File: config.mk
export PLATFORM = sky130hd
export DESIGN_NAME = uart_rx
export DESIGN_NICKNAME = d
export VERILOG_FILES = /design/src/rtl/uart_rx.sv
export SDC_FILE = /design/constraint.sdc
export NUM_CORES = 1
export LEC_CHECK = 0
export CAP_MARGIN = 20
export CORE_MARGIN = 8
export CORE_UTILIZATION = 30
export CTS_CLUSTER_SIZE = 24
export DETAILED_ROUTE_END_ITERATION = 7
export GPL_TIMING_DRIVEN = 0
export PLACE_DENSITY_LB_ADDON = 0.05
export SYNTH_ARGS = -nofsm -noshare
export SYNTH_HDL_FRONTEND = slang
export SYNTH_SLANG_ARGS = --single-unit
export TNS_END_PERCENT = 30
File: constraint.sdc
create_clock -name iclk -period 2.1 [get_ports iclk]
set_input_delay 0.21 -clock iclk [delete_from_list [all_inputs] [get_ports iclk]]
set_output_delay 0.21 -clock iclk [all_outputs]
set_load 0.05 [all_outputs]
File: src/rtl/uart_rx.sv
// 8N1 UART receiver with 2-flop input synchronizer and mid-bit sampling.
// Optional even-parity checking is compiled in with `define UART_RX_PARITY_EN.
module uart_rx #(
  parameter int CLKS_PER_BIT = 434
) (
  input  logic       iclk,
  input  logic       irst_n,
  input  logic       irx,
  output logic [7:0] odata,
  output logic       ovalid,
  output logic       oframe_err,
`ifdef UART_RX_PARITY_EN
  output logic       operr,
`endif
  output logic       obusy
);

  localparam int TW = $clog2(CLKS_PER_BIT);
  localparam logic [TW-1:0] T_ONE     = TW'(1);
  localparam logic [TW-1:0] HALF_LAST = TW'(CLKS_PER_BIT / 2 - 1);
  localparam logic [TW-1:0] BIT_LAST  = TW'(CLKS_PER_BIT - 1);

  typedef enum logic [2:0] {
    S_IDLE,
    S_START,
    S_DATA,
`ifdef UART_RX_PARITY_EN
    S_PARITY,
`endif
    S_STOP,
    S_WAIT_IDLE
  } state_t;

  state_t          state_q, state_d;
  logic            sync1_q;
  logic            rx_s_q;
  logic [TW-1:0]   timer_q, timer_d;
  logic [2:0]      bit_cnt_q, bit_cnt_d;
  logic [7:0]      shift_q, shift_d;
  logic [7:0]      data_q, data_d;
  logic            valid_q, valid_d;
  logic            frame_err_q, frame_err_d;
`ifdef UART_RX_PARITY_EN
  logic            par_bad_q, par_bad_d;
  logic            perr_q, perr_d;
`endif

  // Synchronizer flops reset high so a released reset never looks like a start edge.
  always_ff @(posedge iclk) begin
    if (!irst_n) begin
      sync1_q     <= 1'b1;
      rx_s_q      <= 1'b1;
      state_q     <= S_IDLE;
      timer_q     <= '0;
      bit_cnt_q   <= '0;
      shift_q     <= '0;
      data_q      <= '0;
      valid_q     <= 1'b0;
      frame_err_q <= 1'b0;
`ifdef UART_RX_PARITY_EN
      par_bad_q   <= 1'b0;
      perr_q      <= 1'b0;
`endif
    end else begin
      sync1_q     <= irx;
      rx_s_q      <= sync1_q;
      state_q     <= state_d;
      timer_q     <= timer_d;
      bit_cnt_q   <= bit_cnt_d;
      shift_q     <= shift_d;
      data_q      <= data_d;
      valid_q     <= valid_d;
      frame_err_q <= frame_err_d;
`ifdef UART_RX_PARITY_EN
      par_bad_q   <= par_bad_d;
      perr_q      <= perr_d;
`endif
    end
  end

  always_comb begin
    state_d     = state_q;
    timer_d     = timer_q;
    bit_cnt_d   = bit_cnt_q;
    shift_d     = shift_q;
    data_d      = data_q;
    valid_d     = 1'b0;
    frame_err_d = 1'b0;
`ifdef UART_RX_PARITY_EN
    par_bad_d   = par_bad_q;
    perr_d      = 1'b0;
`endif

    case (state_q)
      S_IDLE: begin
        timer_d = '0;
        if (!rx_s_q) begin
          state_d = S_START;
        end
      end

      S_START: begin
        if (timer_q == HALF_LAST) begin
          timer_d   = '0;
          bit_cnt_d = '0;
          state_d   = rx_s_q ? S_IDLE : S_DATA;
        end else begin
          timer_d = timer_q + T_ONE;
        end
      end

      // Timer restarts at every sample point, so all later samples stay mid-bit.
      S_DATA: begin
        if (timer_q == BIT_LAST) begin
          timer_d   = '0;
          shift_d   = {rx_s_q, shift_q[7:1]};
          bit_cnt_d = bit_cnt_q + 3'd1;
          if (bit_cnt_q == 3'd7) begin
`ifdef UART_RX_PARITY_EN
            state_d = S_PARITY;
`else
            state_d = S_STOP;
`endif
          end
        end else begin
          timer_d = timer_q + T_ONE;
        end
      end

`ifdef UART_RX_PARITY_EN
      S_PARITY: begin
        if (timer_q == BIT_LAST) begin
          timer_d   = '0;
          par_bad_d = ^{shift_q, rx_s_q};
          state_d   = S_STOP;
        end else begin
          timer_d = timer_q + T_ONE;
        end
      end
`endif

      S_STOP: begin
        if (timer_q == BIT_LAST) begin
          timer_d = '0;
          if (rx_s_q) begin
            data_d  = shift_q;
            valid_d = 1'b1;
`ifdef UART_RX_PARITY_EN
            perr_d  = par_bad_q;
`endif
            state_d = S_IDLE;
          end else begin
            frame_err_d = 1'b1;
            state_d     = S_WAIT_IDLE;
          end
        end else begin
          timer_d = timer_q + T_ONE;
        end
      end

      // A held-low line (break) must not be mistaken for a new start bit.
      S_WAIT_IDLE: begin
        timer_d = '0;
        if (rx_s_q) begin
          state_d = S_IDLE;
        end
      end

      default: begin
        state_d = S_IDLE;
        timer_d = '0;
      end
    endcase
  end

  assign odata      = data_q;
  assign ovalid     = valid_q;
  assign oframe_err = frame_err_q;
  assign obusy      = (state_q != S_IDLE);
`ifdef UART_RX_PARITY_EN
  assign operr      = perr_q;
`endif

endmodule

==> load_flow_metrics.sql, run 1 <==
INSERT INTO impl_metrics (metric_group, metric, value, unit) VALUES
('power_and_ir_drop', 'post-layout-total-power', '1250', 'uW'),
('worst_setup_path', 'worstRegToRegCells', '5', ''),
('cells_and_area', 'nFillCells', '536', ''),
('synth', 'synth_top_family_by_area', 'simple AND/OR/NAND/NOR gates', ''),
('synth', 'post_synth_num_cell_types', '35', ''),
('placement', 'gp_congestion', '0.6982', ''),
('worst_setup_path', 'cp_top_family', 'simple AND/OR/NAND/NOR gates', ''),
('synth', 'library_cell_occupying_the_most_area_in_the_post_synthesis_netlist', 'dfxtp_1', ''),
('global_routing', 'grt_start_max_net_pins', '11', ''),
('clock_network', 'clock_tree.root_cell', 'clkbuf_8', ''),
('clock_network', 'max-clock-path-buffers', '2', ''),
('route', 'route.antenna.remaining_nets', '0', ''),
('synth', 'post_synth_fa_ha_maj_area_fraction', '3.990', '%'),
('placement', 'place.detailed.instances', '248', ''),
('die', 'initial_utilization', '30.89', '%'),
('run', 'max-cap-violations', '0', ''),
('clock_network', 'cts_tree', 'done', ''),
('cells_and_area', 'final_cells', '256', ''),
('sta', 'tightestPinTransition', '0.6882', 'ns'),
('synth', 'synth.area.top_cells', 'dfxtp_1 (45%), mux2i_1 (5.7%), nor3_2 (5.1%)', ''),
('route', 'via_count', '1219', ''),
('min_path', 'min_path_cells', '1', ''),
('route', 'drt_pre_antenna_iters', '4', ''),
('sta', 'final.setup.worst_slack', '0.3034', 'ns'),
('worst_setup_path', 'crit_path_max_fanout', '10', ''),
('clock_network', 'cts-resized-gates', '0', ''),
('sta', 'finalSetupViolations', '0', ''),
('die', 'chipHeight', '88.29', 'um'),
('worst_setup_path', 'worst-endpoint-required', '2.24', 'ns'),
('worst_setup_path', 'cp_data_arrival_time', '1.94', 'ns'),
('synth', 'yosys_warnings', '0', ''),
('power_and_ir_drop', 'power.density', '661.9', 'mW/mm2'),
('synth', 'ys_dominant_reg_cell', 'dfxtp_1', ''),
('sta', 'grt_setup_unrepaired', 'false', ''),
('cells_and_area', 'finish.utilization', '37.20', '%'),
('die', 'die_area', '0.007795', 'mm2'),
('synth', 'synthesis.instances', '165', ''),
('placement', 'numPortBuffers', '13', ''),
('synth', 'post_synth_and_or_nand_nor_area_fraction', '28.41', '%'),
('worst_setup_path', 'path_cells', 'ha_1 > and4b_1 > nand4_1 > o21ai_0 > a21oi_1', ''),
('sta', 'timing_max_transition_violations_final', '0', ''),
('outcome', 'run_status', 'finished clean', ''),
('power_and_ir_drop', 'power.sequential.fraction', '53.6', '%'),
('cells_and_area', 'nets', '193', ''),
('power_and_ir_drop', 'leakage_dissipation', '0.0007393', 'uW'),
('route', 'met2WireLength', '1504', 'um'),
('clock_network', 'cts.htree.levels', '2', ''),
('placement', 'dp_worst_setup_slack', '-0.005883', 'ns'),
('cells_and_area', 'drive_above_1_share', '11.83', '%'),
('route', 'route.detailed.wl_per_inst', '13.78', 'um'),
('sta', 'clock_skew', '0.007352', 'ns'),
('global_routing', 'grt_usage', '10.11', '%'),
('cells_and_area', 'area_of_the_multi_input_gates', '795.8', 'um2'),
('route', 'detail_route.wirelength', '3527', 'um'),
('power_and_ir_drop', 'internal_power', '984.1', 'uW'),
('sta', 'max-slew-margin-rel', '54.12', '%'),
('worst_setup_path', 'worst-r2r-setup-slack', '0.30', 'ns'),
('synth', 'synth-xor-area-share', '3.911', '%'),
('global_routing', 'globalRouteOverflowTotal', '0', ''),
('power_and_ir_drop', 'irDropWorstVdd', '0.0004104', 'V'),
('synth', 'synthesis.area', '0.001568', 'mm2'),
('die', 'placementRows', '26', ''),
('worst_setup_path', 'cell_at_the_slowest_stage_of_the_critical_path', 'dfxtp_1', ''),
('min_path', 'worst_hold_check_path_type', 'reg -> reg', ''),
('power_and_ir_drop', 'share_clk_of_total_power', '42.1', '%'),
('worst_setup_path', 'critPathCaptureType', 'flip-flop', ''),
('synth', 'synth_seq_area_share', '44.69', '%'),
('synth', 'synth-async-reset-ratio', '0', '%'),
('die', 'fp.coreArea', '0.005075', 'mm2'),
('worst_setup_path', 'worstPathBufferInverterCount', '0', ''),
('route', 'route.detailed.vias_per_inst', '4.762', '');
[per-layer routing]
layer	track usage [%]	up-vias
li1	-	628
met1	13.87	570
met2	14.05	17
met3	3.528	4
met4	3.687	0
met5	0	-
[placed cells by master, fill, tap and decap left out, types with 2 or more instances in the layout]
| master | instances |
|---|---|
| nor3b_2 | 2 |
| inv_1 | 6 |
| clkdlybuf4s50_1 | 12 |
| xor2_1 | 5 |
| clkbuf_1 | 7 |
| o21ai_0 | 9 |
| and3_1 | 2 |
| nand4_1 | 12 |
| nand4b_1 | 2 |
| ha_1 | 5 |
| nand2b_1 | 3 |
| nor2_1 | 12 |
| a21oi_1 | 13 |
| nand2_1 | 4 |
| xnor2_1 | 2 |
| dfxtp_1 | 35 |
| or3_1 | 3 |
| buf_2 | 3 |
| clkbuf_8 | 7 |
| nand3_1 | 9 |
| mux2i_1 | 9 |
| nor3_2 | 8 |
[sequential cells by signal, summed over array words and instances, names as in the netlist]
signal / cells
bit_cnt_q: 3
odata: 8
oframe_err: 1
ovalid: 1
rx_s_q: 1
shift_q: 8
state_q: 3
sync1_q: 1
timer_q: 9
[worst paths after layout]
path              startpoint  endpoint
setup / recovery  timer_q[0]  odata[7]
hold reg to reg      sync1_q    rx_s_q
setup reg to reg  timer_q[0]  odata[7]
hold / removal       sync1_q    rx_s_q
[per-stage QoR]
stage / cell area [um2] / TNS [ns]
3_5_place_dp: 1785 / -0.01452
4_1_cts: 1886 / 0
3_3_place_gp: 1785 / 0
5_1_grt: 1888 / 0
2_1_floorplan: 1568 / 0
6_report: 1888 / 0
[power by group through the flow]
stage          Sequential, uW  Combinational, uW  Clock, uW
6_report                  670               54.0        526
5_1_grt                   670               59.5        576
4_1_cts                   670               55.4        546
3_5_place_dp              685               55.3          0
3_3_place_gp              685               53.6          0
2_1_floorplan             684               37.1          0
[kinds of logic (layout without fill, tap and decap cells)]
family / after synthesis / count (layout)
AO/OA/AOI/OAI: 25 / 25
AND/OR/NAND/NOR: 68 / 68
buffers and inverters: 16 / 37
XOR/XNOR: 7 / 7
multiplexers: 9 / 9
adder cells (fa/ha/maj): 5 / 5
flip-flops: 35 / 35
[cell type report]
type	count	share of cell area, %
plain buffers	10	2.584
clock buffers	8	5.302
inverters	6	1.193
multi-input cells	114	42.15
flip-flops and latches	35	37.11
well taps	70	4.639
repair buffers	13	7.025
[synthesized netlist by cell type (2+ instances only)]
| library cell | number |
|---|---|
| dfxtp_1 | 35 |
| a21oi_1 | 13 |
| nand4_1 | 12 |
| nor2_1 | 12 |
| mux2i_1 | 9 |
| nand3_1 | 9 |
| o21ai_0 | 9 |
| nor3_2 | 8 |
| clkbuf_1 | 6 |
| inv_1 | 6 |
| ha_1 | 5 |
| xor2_1 | 5 |
| nand2_1 | 4 |
| buf_2 | 3 |
| nand2b_1 | 3 |
| or3_1 | 3 |
| and3_1 | 2 |
| nand4b_1 | 2 |
| nor3b_2 | 2 |
| xnor2_1 | 2 |
(Power assumes the default switching activity.)
==> run 2: changes to the inputs <==
--- a/config.mk
+++ b/config.mk
@@ -11,7 +11,6 @@
 export CTS_CLUSTER_SIZE = 24
 export DETAILED_ROUTE_END_ITERATION = 7
 export GPL_TIMING_DRIVEN = 0
-export PLACE_DENSITY_LB_ADDON = 0.05
 export SYNTH_ARGS = -nofsm -noshare
 export SYNTH_HDL_FRONTEND = slang
 export SYNTH_SLANG_ARGS = --single-unit
==> run 2 against run 1 <==
Utilization grew 0.25 points. Largest cell class unchanged. Register-to-register slack is essentially flat. Worst hold slack gained 0.0064 ns. Combinational power is essentially flat. Sequential share of layout area shrank 0.24 points. Routed wire length shrank 5.8%. Critical path type unchanged. Total power grew 6.3%. Flip-flop and latch count is the same. Non-clock buffer count is the same. Setup slack gained 0.015 ns.
==> load_flow_metrics.sql, run 2 (synthesis results as in run 1) <==
INSERT INTO impl_metrics (metric_group, metric, value, unit) VALUES
('route', 'route.detailed.vias_per_inst', '4.801', ''),
('worst_setup_path', 'rr_startpoint', 'timer_q[0]', ''),
('worst_setup_path', 'critPathCaptureType', 'flip-flop', ''),
('cells_and_area', 'layout.cells.most_common', 'dfxtp_1', ''),
('clock_network', 'max-clock-path-buffers', '2', ''),
('global_routing', 'first_global_vias', '1127', ''),
('clock_network', 'numClockSinks', '35', ''),
('clock_network', 'post_cts_buffers', '0', ''),
('cells_and_area', 'drive_above_1_share', '12.37', '%'),
('die', 'die_width', '88.29', 'um'),
('die', 'die_area', '0.007795', 'mm2'),
('sta', 'finalSetupViolations', '0', ''),
('cells_and_area', 'syn2layout_area_growth', '21.23', '%'),
('clock_network', 'post_cts_hold_buffer_count', '0', ''),
('route', 'final_routed_drc_violation_total', '0', ''),
('global_routing', 'first_pass_grt_wire_length', '5616', 'um'),
('die', 'i_o_pin_count', '14', ''),
('sta', 'hold_viol_final', '0', ''),
('sta', 'tightestPinTransition', '0.6503', 'ns'),
('clock_network', 'worst_setup_hold_path_clk_slew', '0.08', 'ns'),
('outcome', 'run_status', 'finished clean', ''),
('worst_setup_path', 'setup.worst_path.start_class', 'flip-flop', ''),
('sta', 'hold_ws', '0.4218', 'ns'),
('global_routing', 'grt_usage', '9.361', '%'),
('cells_and_area', 'antenna-diode-count', '0', ''),
('worst_setup_path', 'worstRegToRegCells', '5', ''),
('sta', 'min_period_over_period', '84.86', '%'),
('worst_setup_path', 'cp_data_arrival_time', '1.94', 'ns'),
('clock_network', 'cts-resized-gates', '0', ''),
('placement', 'numPortBuffers', '13', ''),
('min_path', 'worst_hold_check_path_type', 'reg -> reg', ''),
('global_routing', 'grt_start_max_net_pins', '13', ''),
('min_path', 'hold_start', 'sync1_q', ''),
('cells_and_area', 'postLayoutCellArea', '0.001901', 'mm2'),
('cells_and_area', 'nFillCells', '535', ''),
('worst_setup_path', 'regToRegEndpoint', 'odata[3]', ''),
('clock_network', 'numCtsBuffers', '5', ''),
('min_path', 'timing.hold.worst_endpoint', 'rx_s_q', ''),
('route', 'via_count', '1229', ''),
('cells_and_area', 'nets', '193', ''),
('sta', 'max-slew-margin-rel', '56.65', '%'),
('route', 'route.detailed.wl_per_inst', '12.97', 'um'),
('worst_setup_path', 'beginning_of_the_critical_path', 'timer_q[0]', ''),
('worst_setup_path', 'worst-r2r-setup-slack', '0.32', 'ns'),
('sta', 'clock_skew', '0.008275', 'ns'),
('worst_setup_path', 'worst-setup-path-type', 'reg -> reg', ''),
('min_path', 'min_path_cells', '1', ''),
('run', 'max-cap-violations', '0', ''),
('worst_setup_path', 'crit_path_max_fanout', '10', ''),
('worst_setup_path', 'path_cells', 'ha_1 > and4b_1 > nand4_1 > o21ai_0 > a21oi_1', ''),
('power_and_ir_drop', 'leakage_dissipation', '0.0007459', 'uW'),
('die', 'fp.coreArea', '0.005075', 'mm2'),
('worst_setup_path', 'cp_top_family', 'simple AND/OR/NAND/NOR gates', ''),
('global_routing', 'globalRouteOverflowTotal', '0', ''),
('die', 'placementRows', '26', ''),
('sta', 'max_freq', '561.2', 'MHz'),
('route', 'dr.first_iter.drc_count', '123', ''),
('clock_network', 'clock_tree.root_cell', 'clkbuf_8', ''),
('clock_network', 'cts_tree', 'done', ''),
('sta', 'timing_max_transition_violations_final', '0', ''),
('cells_and_area', 'largest_reg_flops', '9', ''),
('worst_setup_path', 'cell_at_the_slowest_stage_of_the_critical_path', 'dfxtp_1', ''),
('placement', 'dpl_cell_area', '0.001785', 'mm2'),
('sta', 'fin_tns_setup', '0', 'ns'),
('sta', 'timing.final.crit_period', '1.782', 'ns'),
('global_routing', 'antenna_found_initial', '0', ''),
('worst_setup_path', 'worstPathBufferInverterCount', '0', ''),
('route', 'detail_route.wirelength', '3321', 'um'),
('die', 'initial_utilization', '30.89', '%'),
('cells_and_area', 'layout_common_cells', 'dfxtp_1 (35), a21oi_1 (13), nand4_1 (12), nor2_1 (12), clkdlybuf4s50_1 (12)', ''),
('clock_network', 'cts.htree.levels', '2', ''),
('placement', 'gp_congestion', '0.7746', ''),
('power_and_ir_drop', 'power.density', '698.7', 'mW/mm2'),
('power_and_ir_drop', 'irDropWorstVdd', '0.0002794', 'V'),
('placement', 'dp_hpwl', '2221', 'um'),
('route', 'drt_pre_antenna_iters', '4', ''),
('worst_setup_path', 'critPathMaxStageDelay', '0.45', 'ns'),
('sta', 'grt_setup_unrepaired', 'false', ''),
('cells_and_area', 'registers.top_by_ff_count', 'timer_q', ''),
('die', 'chipHeight', '88.29', 'um'),
('route', 'route.antenna.remaining_nets', '0', ''),
('clock_network', 'clock_insertion_delay_worst_skew', '0.29', 'ns'),
('worst_setup_path', 'worst-endpoint-required', '2.26', 'ns');
run 2: changes by cell type in the layout (fill, tap and decap cells not counted):
cell | previous run | this run
clkbuf_8 | 7 | 5
bufinv_16 | 0 | 1
clkinv_4 | 0 | 1
clkinv_2 | 0 | 1
clkbuf_1 | 7 | 6
run 2: power breakdown:
| group | total, uW | switching (uW) | leakage [uW] | internal [uW] |
|---|---|---|---|---|
| clock | 605 | 251 | 0.0000581 | 353 |
| sequential | 669 | 2.63 | 0.000282 | 667 |
| combinational | 54.0 | 36.2 | 0.000405 | 17.8 |
run 2: routing by layer:
| metal | wire length (um) | vias to the layer above | global-route usage, % |
|---|---|---|---|
| met2 | 1411 | 18 | 13.71 |
| met5 | 0 | - | 0 |
| met1 | 1665 | 574 | 11.48 |
| met4 | 64 | 0 | 4.608 |
| li1 | - | 631 | - |
| met3 | 180 | 6 | 3.900 |
run 2: per-stage QoR:
step	setup slack, ns	util (%)	cells	power [uW]
floorplan	0.4763	-	165	721.3
detailed placement	0.01230	35.18	248	739.7
CTS	0.01841	37.40	256	1342
global placement	0.02015	35.18	248	739.2
finish	0.3180	37.45	256	1328
global route	0.1716	37.45	256	1377
run 2: layout make-up:
type	count	area (um2)	share of cell area, %
multi-input cells	114	795.8	41.87
clock buffers	5	68.82	3.621
inverters	6	22.52	1.185
repair buffers	13	132.6	6.978
well taps	70	87.58	4.608
plain buffers	10	48.80	2.567
clock inverters	3	43.79	2.304
flip-flops and latches	35	700.7	36.87
run 2: worst register-to-register path, stage by stage, from the launching register on:
cell and delay [ns]:
dfxtp_1 0.45, ha_1 0.19, and4b_1 0.18, nand4_1 0.42
o21ai_0 0.33, a21oi_1 0.09
run 2: worst max-delay path by stage:
stage / endpoint / slack (ns) / depth (start not counted)
3_3_place_gp: shift_q[1] / 0.02 / 5
6_report: odata[3] / 0.32 / 5
3_5_place_dp: shift_q[4] / 0.01 / 5
5_1_grt: shift_q[6] / 0.17 / 5
4_1_cts: obusy / 0.02 / 3
2_1_floorplan: state_q[0] / 0.48 / 7
